==> src/rtl/frame_word_reader_pkg.sv <==
// frame_word_reader_pkg
//   Items shared by the frame word reader, its raster counter and the
//   downstream window / result-writer path:
//     - default frame geometry (words per line, lines per frame)
//     - row / column tag widths
//     - FSM state encoding of the reader
//     - the row/column tag carried alongside each memory read
//     - a helper that decides whether a word completes a 3x2 window
package frame_word_reader_pkg;

    // Default geometry: 78 words per line (2 + 76 of the shift path) by 60 lines.
    localparam int WORDS_PER_LINE_DEF = 78;
    localparam int LINES_DEF          = 60;

    // Tag widths, shared with the window path.
    localparam int ROW_W = 8;
    localparam int COL_W = 7;

    typedef enum logic [1:0] {
        ST_IDLE  = 2'd0,
        ST_FETCH = 2'd1,
        ST_DRAIN = 2'd2
    } fwr_state_t;

    typedef struct packed {
        logic [ROW_W-1:0] row;
        logic [COL_W-1:0] col;
    } pix_tag_t;

    // A word completes a 3-row x 2-column window once two full rows are
    // already in the shift path and one earlier column exists in this row.
    function automatic logic window_ok(input logic [ROW_W-1:0] row,
                                       input logic [COL_W-1:0] col);
        return (row >= ROW_W'(2)) && (col >= COL_W'(1));
    endfunction

endpackage

==> src/rtl/frame_word_reader_raster_counter.sv <==
// raster_counter
//   Column/row position counter in raster order.
//   Ports:
//     i_clk, i_rst : clock, synchronous active-high reset
//     i_clr        : return to (row 0, col 0)
//     i_en         : advance one position
//     o_col, o_row : current position
//     o_last       : current position is (ROWS-1, COLS-1)
//   The column wraps at COLS-1 and bumps the row; the row wraps at ROWS-1
//   so the counter can be reused frame after frame without a clear.
module raster_counter #(
    parameter int COLS  = 78,
    parameter int ROWS  = 60,
    parameter int COL_W = 7,
    parameter int ROW_W = 8
) (
    input  logic             i_clk,
    input  logic             i_rst,
    input  logic             i_clr,
    input  logic             i_en,
    output logic [COL_W-1:0] o_col,
    output logic [ROW_W-1:0] o_row,
    output logic             o_last
);

    localparam logic [COL_W-1:0] LP_COL_MAX = COL_W'(COLS - 1);
    localparam logic [ROW_W-1:0] LP_ROW_MAX = ROW_W'(ROWS - 1);

    logic [COL_W-1:0] r_col;
    logic [ROW_W-1:0] r_row;

    always_ff @(posedge i_clk) begin
        if (i_rst || i_clr) begin
            r_col <= '0;
            r_row <= '0;
        end else if (i_en) begin
            if (r_col == LP_COL_MAX) begin
                r_col <= '0;
                if (r_row == LP_ROW_MAX) begin
                    r_row <= '0;
                end else begin
                    r_row <= r_row + 1'b1;
                end
            end else begin
                r_col <= r_col + 1'b1;
            end
        end
    end

    assign o_col  = r_col;
    assign o_row  = r_row;
    assign o_last = (r_col == LP_COL_MAX) && (r_row == LP_ROW_MAX);

endmodule

==> src/rtl/frame_word_reader.sv <==
// frame_word_reader
//   Reads one frame from a synchronous-read word memory in raster order and
//   pushes each word (one per write_en pulse) into the three-line window
//   shift path, tagged with its row/column and a window_valid flag.
//   Ports:
//     clk, rst          : clock, synchronous active-high reset
//     start, base_addr  : frame request; base_addr sampled when accepted
//     hold              : suspends issuing new reads (in-flight words finish)
//     mem_rd_en/addr    : registered read request to the frame store
//     mem_rd_data       : read data, valid the cycle after mem_rd_en
//     write_en,data_out : push strobe and word to the shift path
//     out_row, out_col  : position of the pushed word
//     window_valid      : push completes a 3-row x 2-column window
//     busy, done        : not-IDLE flag, end-of-frame pulse
//     dbg_state         : current FSM state, for observation only
//   Handshake: a read issued at edge n (mem_rd_en high after n) returns data
//   after n+1 and is pushed after n+2. Each stage carries a valid bit with its
//   row/col tag; nothing in flight is ever dropped except by rst.
module frame_word_reader
    import frame_word_reader_pkg::*;
#(
    parameter int WORDS_PER_LINE = WORDS_PER_LINE_DEF,
    parameter int LINES          = LINES_DEF,   // 3 or more
    parameter int ADDR_W         = 16,
    parameter int DATA_W         = 32
) (
    input  logic              clk,
    input  logic              rst,
    input  logic              start,
    input  logic [ADDR_W-1:0] base_addr,
    input  logic              hold,
    output logic              mem_rd_en,
    output logic [ADDR_W-1:0] mem_addr,
    input  logic [DATA_W-1:0] mem_rd_data,
    output logic              write_en,
    output logic [DATA_W-1:0] data_out,
    output logic [ROW_W-1:0]  out_row,
    output logic [COL_W-1:0]  out_col,
    output logic              window_valid,
    output logic              busy,
    output logic              done,
    output fwr_state_t        dbg_state
);

    fwr_state_t r_state;
    fwr_state_t w_state_nxt;

    logic              w_accept;    // start taken in IDLE
    logic              w_issue;     // a read goes out at this edge
    logic              w_drained;   // both pipe stages empty in DRAIN
    logic              w_busy;

    logic [COL_W-1:0]  w_rd_col;
    logic [ROW_W-1:0]  w_rd_row;
    logic              w_rd_last;

    logic [ADDR_W-1:0] r_addr;
    logic              r_mem_rd_en;
    logic [ADDR_W-1:0] r_mem_addr;
    pix_tag_t          r_tag1;       // tag of the read currently at the memory
    logic              r_v2;         // data for r_tag2 is on mem_rd_data
    pix_tag_t          r_tag2;
    logic              r_write_en;
    logic [DATA_W-1:0] r_data_out;
    logic [ROW_W-1:0]  r_out_row;
    logic [COL_W-1:0]  r_out_col;
    logic              r_window_valid;
    logic              r_done;

    // Read position counter; cleared when a frame is accepted.
    raster_counter #(
        .COLS  (WORDS_PER_LINE),
        .ROWS  (LINES),
        .COL_W (COL_W),
        .ROW_W (ROW_W)
    ) u_rd_pos (
        .i_clk  (clk),
        .i_rst  (rst),
        .i_clr  (w_accept),
        .i_en   (w_issue),
        .o_col  (w_rd_col),
        .o_row  (w_rd_row),
        .o_last (w_rd_last)
    );

    // FSM: state register
    always_ff @(posedge clk) begin
        if (rst) begin
            r_state <= ST_IDLE;
        end else begin
            r_state <= w_state_nxt;
        end
    end

    // FSM: next state
    always_comb begin
        w_state_nxt = r_state;
        case (r_state)
            ST_IDLE: begin
                if (start) begin
                    w_state_nxt = ST_FETCH;
                end
            end
            ST_FETCH: begin
                if (!hold && w_rd_last) begin
                    w_state_nxt = ST_DRAIN;
                end
            end
            ST_DRAIN: begin
                // Once both stages are empty the final push is on write_en
                // this cycle, so done lands on the cycle right after it.
                if (!r_mem_rd_en && !r_v2) begin
                    w_state_nxt = ST_IDLE;
                end
            end
            default: w_state_nxt = ST_IDLE;
        endcase
    end

    // FSM: outputs / control strobes
    always_comb begin
        w_accept  = 1'b0;
        w_issue   = 1'b0;
        w_drained = 1'b0;
        w_busy    = 1'b1;
        case (r_state)
            ST_IDLE: begin
                w_busy   = 1'b0;
                w_accept = start;
            end
            ST_FETCH: begin
                w_issue = !hold;
            end
            ST_DRAIN: begin
                w_drained = !r_mem_rd_en && !r_v2;
            end
            default: begin
                w_busy = 1'b0;
            end
        endcase
    end

    // Address counter, read request and two-stage valid/tag pipe.
    always_ff @(posedge clk) begin
        if (rst) begin
            r_addr         <= '0;
            r_mem_rd_en    <= 1'b0;
            r_mem_addr     <= '0;
            r_tag1         <= '0;
            r_v2           <= 1'b0;
            r_tag2         <= '0;
            r_write_en     <= 1'b0;
            r_data_out     <= '0;
            r_out_row      <= '0;
            r_out_col      <= '0;
            r_window_valid <= 1'b0;
            r_done         <= 1'b0;
        end else begin
            if (w_accept) begin
                r_addr <= base_addr;
            end else if (w_issue) begin
                r_addr <= r_addr + 1'b1;   // wraps modulo 2^ADDR_W
            end

            r_mem_rd_en <= w_issue;
            if (w_issue) begin
                r_mem_addr <= r_addr;
                r_tag1     <= '{row: w_rd_row, col: w_rd_col};
            end

            r_v2 <= r_mem_rd_en;
            if (r_mem_rd_en) begin
                r_tag2 <= r_tag1;
            end

            r_write_en     <= r_v2;
            r_window_valid <= r_v2 && window_ok(r_tag2.row, r_tag2.col);
            if (r_v2) begin
                r_data_out <= mem_rd_data;
                r_out_row  <= r_tag2.row;
                r_out_col  <= r_tag2.col;
            end

            r_done <= w_drained;
        end
    end

    assign mem_rd_en    = r_mem_rd_en;
    assign mem_addr     = r_mem_addr;
    assign write_en     = r_write_en;
    assign data_out     = r_data_out;
    assign out_row      = r_out_row;
    assign out_col      = r_out_col;
    assign window_valid = r_window_valid;
    assign busy         = w_busy;
    assign done         = r_done;
    assign dbg_state    = r_state;

endmodule

==> config.mk <==
export PLATFORM = sky130hd
export DESIGN_NAME = frame_word_reader
export DESIGN_NICKNAME = d
export VERILOG_FILES = /design/src/rtl/frame_word_reader_pkg.sv /design/src/rtl/frame_word_reader_raster_counter.sv /design/src/rtl/frame_word_reader.sv
export SDC_FILE = /design/constraint.sdc
export NUM_CORES = 1
export LEC_CHECK = 0
export ABC_AREA = 1
export CAP_MARGIN = 20
export CORE_MARGIN = 10
export CORE_UTILIZATION = 45
export DETAILED_ROUTE_END_ITERATION = 8
export GPL_ROUTABILITY_DRIVEN = 0
export PLACE_DENSITY = 0.76
export SYNTH_ARGS = -nofsm -noshare
export SYNTH_HDL_FRONTEND = slang
export SYNTH_HIERARCHICAL = 1
export SYNTH_SLANG_ARGS = --single-unit
==> constraint.sdc <==
create_clock -name clk -period 1.7 [get_ports clk]
set_clock_uncertainty 0.1 [all_clocks]
set_input_delay 0.51 -clock clk [delete_from_list [all_inputs] [get_ports clk]]
set_output_delay 0.51 -clock clk [all_outputs]
set_load 0.02 [all_outputs]
==> flow_metrics.py, run 1 <==
metrics = {
    "status": {
        "violations": "setup timing",
        "status": "complete, but fails checks",
    },
    "route": {
        "first_iter_violations": 499,
        "ant_nets": 0,
        "wire_per_inst_um": 15.9,
        "via_per_inst": 5.28,
        "num_vias": 5413,
        "wirelength_um": 16300,
        "drc": 0,
        "first_pass_iters": 5,
    },
    "sta": {
        "worstMarginPinSlew_ps": 509,
        "slew_headroom": 0.659,
        "slew_violations": 0,
        "hold_viol_final": 0,
        "timing.final.ws_setup_ps": -108,
        "fin_crit_sh": 1.06,
        "period_minus_slack_ps": 1810,
        "setup_viol": 17,
        "fmax_ghz": 0.553,
        "rsz0062_at_grt": "yes",
    },
    "yosys": {
        "synth_mux_area_frac": 0,
        "synth_top_family_by_area": "simple AND/OR/NAND/NOR gates",
        "synth_ff_type": "dfxtp_1",
        "syn_inst": 712,
        "synth_compound_area_frac": 0.161,
        "netlist_area_mm2": 0.00531,
        "netlist-cell-type-count": 34,
        "synth_seq_cells": 131,
        "synth_edf_count": 0,
        "synth_xor_area_frac": 0.00660,
        "synth_largest_area_cell": "dfxtp_1",
        "synth_nets": 772,
        "yosys_warnings": 6,
        "synth_area_per_cell_um2": 7.46,
        "synth_area_leaders": "dfxtp_1 (49%), nor2_1 (12%), o21ai_0 (10%), nand2_1 (5.8%), a21oi_1 (3.7%)",
        "synthAdderAreaFrac": 0.0188,
        "seq_area_frac_synth": 0.494,
        "yosysTopAreaCellShare": 0.494,
        "synthArstFlopShare": 0,
        "yosys.area_share.simple": 0.253,
    },
    "critical_path": {
        "start_kind": "flop",
        "reg2reg_from": "dbg_state[1]",
        "critPathMaxFanout": 7,
        "ff2ff_path_depth": 12,
        "end_kind": "flop",
        "crit_arrival_ps": 2010,
        "rrSetupSlack_ps": -110,
        "critPathRequiredTime_ps": 1910,
        "timing.rr.end": "u_rd_pos/o_col[6]",
        "critical_path_class": "reg -> reg",
    },
    "global_route": {
        "grt_first_pass_wirelength_um": 25400,
        "grt_max_degree": 54,
        "track_usage": 0.185,
        "gr-total-overflow": 0,
        "grt_antenna_before_repair": 0,
        "grt_pass1_vias": 5184,
    },
    "cells_and_area": {
        "fin_area_mm2": 0.00761,
        "nets": 930,
        "diodes": 0,
        "syn_to_final_growth_pct": 43.4,
        "drive_gt1_frac": 0.234,
        "layout_commonest_cell": "nor2_1",
        "most-common-layout-cells": "nor2_1 (167), dfxtp_1 (125), o21ai_0 (100), nand2_1 (72), clkdlybuf4s50_1 (51)",
        "stdcell_count": 1026,
        "multi_input_area_mm2": 0.00254,
        "fillers": 907,
        "seqCellArea_mm2": 0.00263,
    },
    "placed_design": {
        "io_buffers": 121,
        "placed_cell_area_mm2": 0.00691,
        "dp.cells": 984,
        "hpwl_um": 11400,
    },
    "clock_network": {
        "cts_max_level": 4,
        "cts_sinks": 131,
        "clkLatencyLatePin_ps": 420,
        "hold_buffers": 0,
        "tritoncts": "yes",
        "numCtsBuffers": 17,
        "cts-root-buf": "clkbuf_16",
        "cts.reportedPaths.clkPinSlew_ps": 60,
        "clockBufferDepth": 2,
    },
    "hold_path": {
        "hp-class": "reg -> reg",
        "holdCritStartpoint": "r_tag1[4]",
        "whs_path_depth": 2,
        "hold_path_end": "r_tag1[4]",
    },
    "floorplanning": {
        "initial_core_util": 0.463,
        "die_w_um": 129,
        "core_area_mm2": 0.0115,
        "dieArea_mm2": 0.0165,
        "num_io_pins": 122,
        "num_rows": 39,
        "fp.dieH_um": 129,
    },
    "run": {
        "cap_violations": 0,
    },
    "power": {
        "max-vdd-ir-drop_mv": 0.815,
        "leakagePower_nw": 3.30,
        "power-per-cell-area_mw_per_mm2": 1400,
    },
}
kinds of logic after synthesis:
logic type | count (synthesis)
simple gates | 315
compound gates | 164
flops | 131
buf+inv | 90
fa+ha+maj | 8
xor+xnor | 4
synth_stat cells (7+ instances only):
library cell	n
a21oi_1	39
nor2_1	174
dfxtp_1	131
nor3_1	7
nand3_1	25
ha_1	8
o21ai_0	107
nand4_1	7
inv_1	51
clkbuf_1	22
buf_2	9
nand2_1	82
what timing repair did:
| action | in CTS | in global routing |
|---|---|---|
| pin swaps | 3 | 13 |
| gates cloned | 0 | 2 |
| endpoints found under the setup margin | 114 | 89 |
| gates resized for setup | 156 | 119 |
| setup buffers | 2 | 8 |
per-stage QoR:
| stage | utilization | power (mW) | setup TNS (ps) | hold slack (ps) | setup slack, ps |
|---|---|---|---|---|---|
| after global placement | 0.602 | 6.49 | -13660 | 358 | -245 |
| after global routing | 0.664 | 11.2 | -4320 | 402 | -215 |
| after floorplan | - | 5.35 | 0 | 350 | 19.5 |
| after CTS | 0.661 | 10.4 | -289 | 379 | -167 |
| after detailed placement | 0.602 | 6.59 | -19750 | 367 | -375 |
| final | 0.664 | 10.7 | -698 | 376 | -108 |
critical path, stage by stage (launching register included):
cell	delay, ps
dfxtp_2	320
inv_2	80
buf_6	120
ha_4	170
inv_2	50
nor2_4	230
nand2_1	130
inv_1	100
nand4_1	110
inv_1	90
nand3_1	60
nand2_1	90
nor2_1	50
routing by layer:
| layer | GRT usage | vias up | wire (um) |
|---|---|---|---|
| met4 | 0.0616 | 0 | 286 |
| li1 | - | 2637 | - |
| met3 | 0.0559 | 38 | 1310 |
| met2 | 0.302 | 241 | 7690 |
| met1 | 0.228 | 2497 | 7040 |
| met5 | 0 | - | 0 |
final cells by class:
| type | instances | area share |
|---|---|---|
| sequential | 131 | 0.345 |
| timing repair buffer | 172 | 0.188 |
| inverter | 56 | 0.0289 |
| multi-input combinational | 492 | 0.333 |
| tap | 143 | 0.0235 |
| clock buffer | 21 | 0.0618 |
| clock inverter | 11 | 0.0194 |
where the power goes:
group / internal [mW] / total (mW) / switching (mW)
Combinational: 1.26 / 3.09 / 1.83
Sequential: 3.52 / 3.81 / 0.295
Clock: 2.43 / 3.78 / 1.35
worst max path at each step:
| stage | start | endpoint | slack, ps | depth (start not counted) |
|---|---|---|---|---|
| 4_1_cts | dbg_state[0] | busy | -170 | 3 |
| 5_1_grt | dbg_state[1] | u_rd_pos/o_col[6] | -210 | 12 |
| 2_1_floorplan | dbg_state[1] | u_rd_pos/o_col[5] | 20 | 10 |
| 6_report | dbg_state[1] | u_rd_pos/o_col[6] | -110 | 12 |
| 3_3_place_gp | hold | u_rd_pos/o_col[6] | -240 | 9 |
| 3_5_place_dp | hold | r_addr[2] | -380 | 9 |
flip-flops by register name (all words and copies together), names as in the netlist:
register,flops
data_out,32
dbg_state,2
done,1
mem_addr,16
mem_rd_en,1
out_col,7
out_row,8
r_addr,16
r_tag1,15
r_tag2,15
r_v2,1
u_rd_pos/o_col,7
u_rd_pos/o_row,8
window_valid,1
write_en,1
No activity file was read; power rests on OpenSTA's default activity.
==> inputs of run 2 (changes only) <==
--- a/config.mk
+++ b/config.mk
@@ -5,12 +5,12 @@
 export SDC_FILE = /design/constraint.sdc
 export NUM_CORES = 1
 export LEC_CHECK = 0
-export ABC_AREA = 1
 export CAP_MARGIN = 20
 export CORE_MARGIN = 10
 export CORE_UTILIZATION = 45
 export DETAILED_ROUTE_END_ITERATION = 8
 export GPL_ROUTABILITY_DRIVEN = 0
+export MAX_ROUTING_LAYER = met4
 export PLACE_DENSITY = 0.76
 export SYNTH_ARGS = -nofsm -noshare
 export SYNTH_HDL_FRONTEND = slang
==> run 2 against run 1 <==
  * Setup slack lost 580 ps
  * The flow still finishes with violations (setup timing)
  * Synthesized cell count shrank 22%
  * Area after synthesis fell by 3.2%
  * Sequential power down 8.1%
  * Critical path type unchanged
  * Global-route usage down 0.23 points
  * Combinational power decreased by 28%
  * Largest power group is now clock
  * Via count shrank 12%
==> flow_metrics.py, run 2 <==
metrics = {
    "global_route": {
        "grtUsageMet2": 0.287,
        "gr-total-overflow": 0,
        "grt_max_degree": 35,
        "met3_usage": 0.0496,
        "grt_util_met1": 0.215,
        "grt.busiest_layer": "met2",
        "grt_first_pass_wirelength_um": 23500,
        "grt_antenna_before_repair": 0,
        "grt_pass1_vias": 4652,
        "track_usage": 0.183,
    },
    "yosys": {
        "synth_edf_count": 0,
        "syn_inst": 557,
        "synth_commonest_cells": "dfxtp_1 (131), nor2_1 (98), nand2_1 (75), mux2i_1 (65), a21oi_1 (34)",
        "synth_seq_cells": 131,
        "synth_nets": 617,
        "seq_area_frac_synth": 0.510,
        "netlist_area_mm2": 0.00514,
        "synth_area_per_cell_um2": 9.23,
        "yosys_warnings": 6,
        "yosysMostFrequentCell": "dfxtp_1",
        "synth_ff_type": "dfxtp_1",
        "synth_largest_area_cell": "dfxtp_1",
        "synthArstFlopShare": 0,
        "yosysTopAreaCellShare": 0.510,
        "netlist-cell-type-count": 41,
        "synth_area_leaders": "dfxtp_1 (51%), mux2i_1 (13%), nor2_1 (7.2%), nand2_1 (5.5%), a21oi_1 (3.3%)",
    },
    "sta": {
        "worstMarginPinSlew_ps": 535,
        "timing.final.ws_setup_ps": -688,
        "rsz0062_at_grt": "yes",
        "period_minus_slack_ps": 2390,
        "fmax_ghz": 0.419,
        "setup_viol": 25,
        "hold_viol_final": 0,
        "final.setup.tns_ps": -4460,
        "slew_violations": 0,
        "slew_headroom": 0.642,
        "fin_crit_sh": 1.40,
    },
    "critical_path": {
        "cp_cell_sequence": "ha_4 -> nand4_1 -> or4_4 -> nor4_4 -> nand2b_1 -> a221oi_4 -> mux2i_1 -> nor2_1",
        "critical_path_class": "reg -> reg",
        "start_kind": "flop",
        "end_kind": "flop",
        "critPathRequiredTime_ps": 1900,
        "slowest_stage": "or4_4",
        "critPathMaxStageDelay_ps": 470,
        "critPathMaxFanout": 2,
        "crit_arrival_ps": 2590,
    },
    "placed_design": {
        "io_buffers": 121,
        "placed_cell_area_mm2": 0.00686,
        "hpwl_um": 10200,
        "place_ws_ps": -594,
    },
    "cells_and_area": {
        "fin_area_mm2": 0.00785,
        "drive_gt1_frac": 0.269,
        "largest_reg_flops": 32,
        "diodes": 0,
        "nets": 794,
        "layout_commonest_cell": "dfxtp_1",
        "most-common-layout-cells": "dfxtp_1 (126), nor2_1 (95), nand2_1 (74), mux2i_1 (65), buf_4 (54)",
        "syn_to_final_growth_pct": 52.8,
        "final_util": 0.712,
    },
    "power": {
        "leakagePower_nw": 3.05,
        "p_sw_frac": 0.284,
        "max-vdd-ir-drop_mv": 0.679,
        "power-per-cell-area_mw_per_mm2": 1230,
        "seq_power_share": 0.361,
        "finalPower_mw": 9.69,
        "power_frac_comb": 0.230,
        "power_frac_clock": 0.409,
        "p_int_mw": 6.94,
        "switching_power_mw": 2.76,
    },
    "clock_network": {
        "cts-root-buf": "clkbuf_16",
        "numCtsBuffers": 17,
        "cts.reportedPaths.clkPinSlew_ps": 60,
        "cts_sinks": 131,
        "tritoncts": "yes",
        "clkLatencyLatePin_ps": 420,
        "hold_buffers": 0,
        "clockBufferDepth": 2,
        "cts_max_level": 4,
    },
    "floorplanning": {
        "die_w_um": 127,
        "num_rows": 38,
        "core_area_mm2": 0.0110,
        "fp.dieH_um": 127,
        "num_io_pins": 122,
        "dieArea_mm2": 0.0161,
        "initial_core_util": 0.466,
    },
    "route": {
        "via_per_inst": 5.38,
        "wirelength_um": 16300,
        "ant_nets": 0,
        "first_iter_violations": 440,
        "first_pass_iters": 5,
        "drc": 0,
        "wire_per_inst_um": 18.4,
        "num_vias": 4769,
    },
    "status": {
        "violations": "setup timing",
        "status": "complete, but fails checks",
    },
    "run": {
        "cap_violations": 0,
    },
    "hold_path": {
        "hp-class": "reg -> reg",
    },
}
-- run 2: worst paths after layout --
path / to / start / depth (start not counted) / slack, ps
setup / recovery: dbg_state[1] / u_rd_pos/o_row[1] / 8 / -690
hold / removal: r_tag1[13] / r_tag1[13] / 2 / 360
setup reg to reg: dbg_state[1] / u_rd_pos/o_row[1] / 8 / -690
hold reg to reg: r_tag1[13] / r_tag1[13] / 2 / 360
-- run 2: per-stage QoR --
step                hold slack (ps)  std cells
finish                          359        887
global route                    377        887
CTS                             356        874
detailed placement              350        835
global placement                344        835
floorplan                       336        557
-- run 2: metal layers --
layer / up-vias / part of all wire
met5: - / 0
met4: 0 / 0.022
met3: 31 / 0.067
met2: 226 / 0.48
met1: 2266 / 0.43
li1: 2246 / -
-- run 2: kinds of logic after synthesis --
family | synth area share
AND/OR/NAND/NOR | 0.202
flip-flops | 0.510
multiplexers | 0.127
AO/OA/AOI/OAI | 0.0660
buffers and inverters | 0.0331
XOR/XNOR | 0.0426
adder cells (fa/ha/maj) | 0.0195
-- run 2: area by class of cell --
| class | instances | area (um^2) |
|---|---|---|
| sequential | 131 | 2630 |
| fill | 787 | 3180 |
| clock buffer | 21 | 470 |
| clock inverter | 11 | 173 |
| multi-input combinational | 384 | 2660 |
| tap | 140 | 175 |
| inverter | 10 | 55.1 |
| timing repair buffer | 190 | 1680 |
-- run 2: worst max-delay path, delay by kind of cell (launching register included) --
kind / cells / cell delay [ps]
DFF: 1 / 370
AOI/OAI and AO/OA: 1 / 330
and+or+nand+nor: 5 / 1070
adders and majority gates: 1 / 150
muxes: 1 / 250
-- run 2: repair_timing --
| action | 4_1_cts | 5_1_grt |
|---|---|---|
| setup endpoints to repair | 102 | 72 |
| gates resized for setup | 177 | 86 |
| gates cloned | 0 | 1 |
| pin swaps | 17 | 34 |
| buffers inserted | 7 | 12 |
-- run 2: power by group through the flow --
stage	clock [mW]	combinational (mW)	sequential, mW
2_1_floorplan	0	0.921	3.63
3_3_place_gp	0	1.73	3.52
3_5_place_dp	0	1.79	3.53
4_1_cts	3.97	1.93	3.47
5_1_grt	4.13	2.37	3.52
6_report	3.96	2.23	3.50
==> inputs of run 3 (changes only) <==
--- a/config.mk
+++ b/config.mk
@@ -11,7 +11,7 @@
 export DETAILED_ROUTE_END_ITERATION = 8
 export GPL_ROUTABILITY_DRIVEN = 0
 export MAX_ROUTING_LAYER = met4
-export PLACE_DENSITY = 0.76
+export PLACE_DENSITY = 0.73
 export SYNTH_ARGS = -nofsm -noshare
 export SYNTH_HDL_FRONTEND = slang
 export SYNTH_HIERARCHICAL = 1
==> constraint.sdc (replaced) <==
create_clock -name clk -period 2.27 [get_ports clk]
set_clock_uncertainty 0.1 [all_clocks]
set_input_delay 0.681 -clock clk [delete_from_list [all_inputs] [get_ports clk]]
set_output_delay 0.681 -clock clk [all_outputs]
set_load 0.02 [all_outputs]
==> run 3 against run 2 <==
  * The run now ends clean
  * Routed wire length decreased by 20%
  * Largest cell class is now flip-flops and latches
  * Via count down 10%
  * First-iteration DRC count decreased by 39%
  * Setup slack improved by 750 ps
  * Power decreased by 34%
  * Flip-flop and latch count did not move
  * Largest power group is now registers
==> flow_metrics.py, run 3 (same netlist as run 2, synthesis figures left out) <==
metrics = {
    "global_route": {
        "grt_first_pass_wirelength_um": 21100,
        "gr-total-overflow": 0,
        "track_usage": 0.164,
        "grt_antenna_before_repair": 0,
        "grt_max_degree": 44,
        "grt_pass1_vias": 4200,
    },
    "power": {
        "p_sw_frac": 0.280,
        "switching_power_mw": 1.78,
        "power-per-cell-area_mw_per_mm2": 880,
        "leakagePower_nw": 2.53,
        "p_int_mw": 4.59,
        "power_frac_comb": 0.180,
        "power_frac_clock": 0.407,
        "finalPower_mw": 6.37,
        "seq_power_share": 0.413,
        "max-vdd-ir-drop_mv": 0.546,
    },
    "route": {
        "num_vias": 4284,
        "wire_per_inst_um": 15.4,
        "first_pass_iters": 4,
        "drc": 0,
        "via_per_inst": 5.07,
        "wirelength_um": 13000,
        "ant_nets": 0,
        "first_iter_violations": 268,
    },
    "clock_network": {
        "cts.reportedPaths.clkPinSlew_ps": 60,
        "cts_sinks": 131,
        "numCtsBuffers": 17,
        "clkLatencyLatePin_ps": 410,
        "tritoncts": "yes",
        "clockBufferDepth": 2,
        "cts-root-buf": "clkbuf_16",
        "cts_max_level": 4,
    },
    "critical_path": {
        "worst-path-stages": 8,
        "slowest_stage": "or4_4",
        "cp_cell_sequence": "ha_4 -> nand4_1 -> or4_4 -> nor4_4 -> nand2b_1 -> a221oi_4 -> mux2i_1 -> nor2_1",
        "worst-path-buf-inv": 0,
        "critPathMaxFanout": 2,
        "reg2reg_from": "u_rd_pos/o_row[0]",
        "start_kind": "flop",
        "timing.rr.end": "dbg_state[0]",
        "ff2ff_path_depth": 8,
        "critPathRequiredTime_ps": 2440,
        "crit_arrival_ps": 2380,
        "rrSetupSlack_ps": 60,
        "crit_family": "simple AND/OR/NAND/NOR gates",
        "critical_path_class": "reg -> reg",
        "critPathMaxStageDelay_ps": 460,
        "end_kind": "flop",
    },
    "hold_path": {
        "hp-class": "reg -> reg",
        "holdCritStartpoint": "mem_addr[1]",
        "whs_path_depth": 2,
        "hold_path_end": "mem_addr[1]",
    },
    "cells_and_area": {
        "final_util": 0.656,
        "nets": 752,
        "most-common-layout-cells": "dfxtp_1 (127), clkdlybuf4s50_1 (118), nor2_1 (98), nand2_1 (75), mux2i_1 (65)",
        "layout_commonest_cell": "dfxtp_1",
        "largest_reg_flops": 32,
        "syn_to_final_growth_pct": 40.8,
        "diodes": 0,
        "fillers": 911,
        "drive_gt1_frac": 0.104,
        "stdcell_count": 845,
        "seqCellArea_mm2": 0.00263,
        "multi_input_area_mm2": 0.00240,
    },
    "floorplanning": {
        "initial_core_util": 0.466,
        "core_area_mm2": 0.0110,
        "fp.dieH_um": 127,
        "dieArea_mm2": 0.0161,
        "die_w_um": 127,
        "num_rows": 38,
        "num_io_pins": 122,
    },
    "placed_design": {
        "io_buffers": 121,
        "dp.cells": 812,
        "place_ws_ps": -187,
        "hpwl_um": 9570,
    },
    "sta": {
        "worstMarginPinSlew_ps": 628,
        "rsz0062_at_grt": "yes",
        "final.setup.tns_ps": 0,
        "slew_violations": 0,
        "fin_crit_sh": 0.973,
        "setup_viol": 0,
        "period_minus_slack_ps": 2210,
        "timing.final.ws_setup_ps": 61.2,
        "hold_viol_final": 0,
        "slew_headroom": 0.581,
        "fmax_ghz": 0.453,
    },
    "run": {
        "cap_violations": 0,
    },
    "status": {
        "status": "finished, final reports clean",
    },
}
[run 3: power by group through the flow]
stage	logic, mW	registers, mW	clock network [mW]
3_5_place_dp	1.13	2.67	0
6_report	1.14	2.63	2.60
3_3_place_gp	1.11	2.67	0
5_1_grt	1.25	2.65	2.75
4_1_cts	1.14	2.63	2.65
2_1_floorplan	0.653	2.71	0
[run 3: tightest hold or removal path, cell delays in order (launching register included)]
cell and delay [ps]:
dfxtp_1 310, nand2_1 50, a21oi_1 50
[run 3: through the flow]
stage               instance area (um^2)  hold WS [ps]
finish                              7240           355
global route                        7240           381
CTS                                 7220           357
detailed placement                  6620           350
global placement                    6620           346
floorplan                           5170           336
[run 3: per-layer routing]
metal	part of all wire	vias to the layer above	wire (um)	GRT usage
li1	-	2170	-	-
met1	0.47	1957	6090	0.199
met2	0.46	136	5950	0.251
met3	0.057	21	742	0.0487
met4	0.018	0	230	0.0616
met5	0	-	0	-
[run 3: layout make-up]
type                    count  area share
well taps                 140      0.0242
repair buffers            148       0.197
inverters                  10     0.00588
clock inverters            13      0.0190
clock buffers              19      0.0598
multi-input cells         384       0.331
flip-flops and latches    131       0.363
[run 3: how the worst max path moves through the flow]
stage / startpoint / to / slack, ps
after CTS: u_rd_pos/o_row[0] / dbg_state[0] / -1
final: u_rd_pos/o_row[0] / dbg_state[0] / 60
after global routing: u_rd_pos/o_row[0] / dbg_state[0] / -90
after detailed placement: hold / u_rd_pos/o_row[5] / -190
after floorplan: dbg_state[0] / u_rd_pos/o_row[5] / -30
after global placement: hold / u_rd_pos/o_row[5] / -120
[run 3: timing repair]
action                                  4_1_cts  5_1_grt
hold buffers                                  0        0
pin swaps                                     1        1
buffers inserted                              0        1
endpoints found under the setup margin        4        2
cloned                                        0        0
resized for setup                            12        1
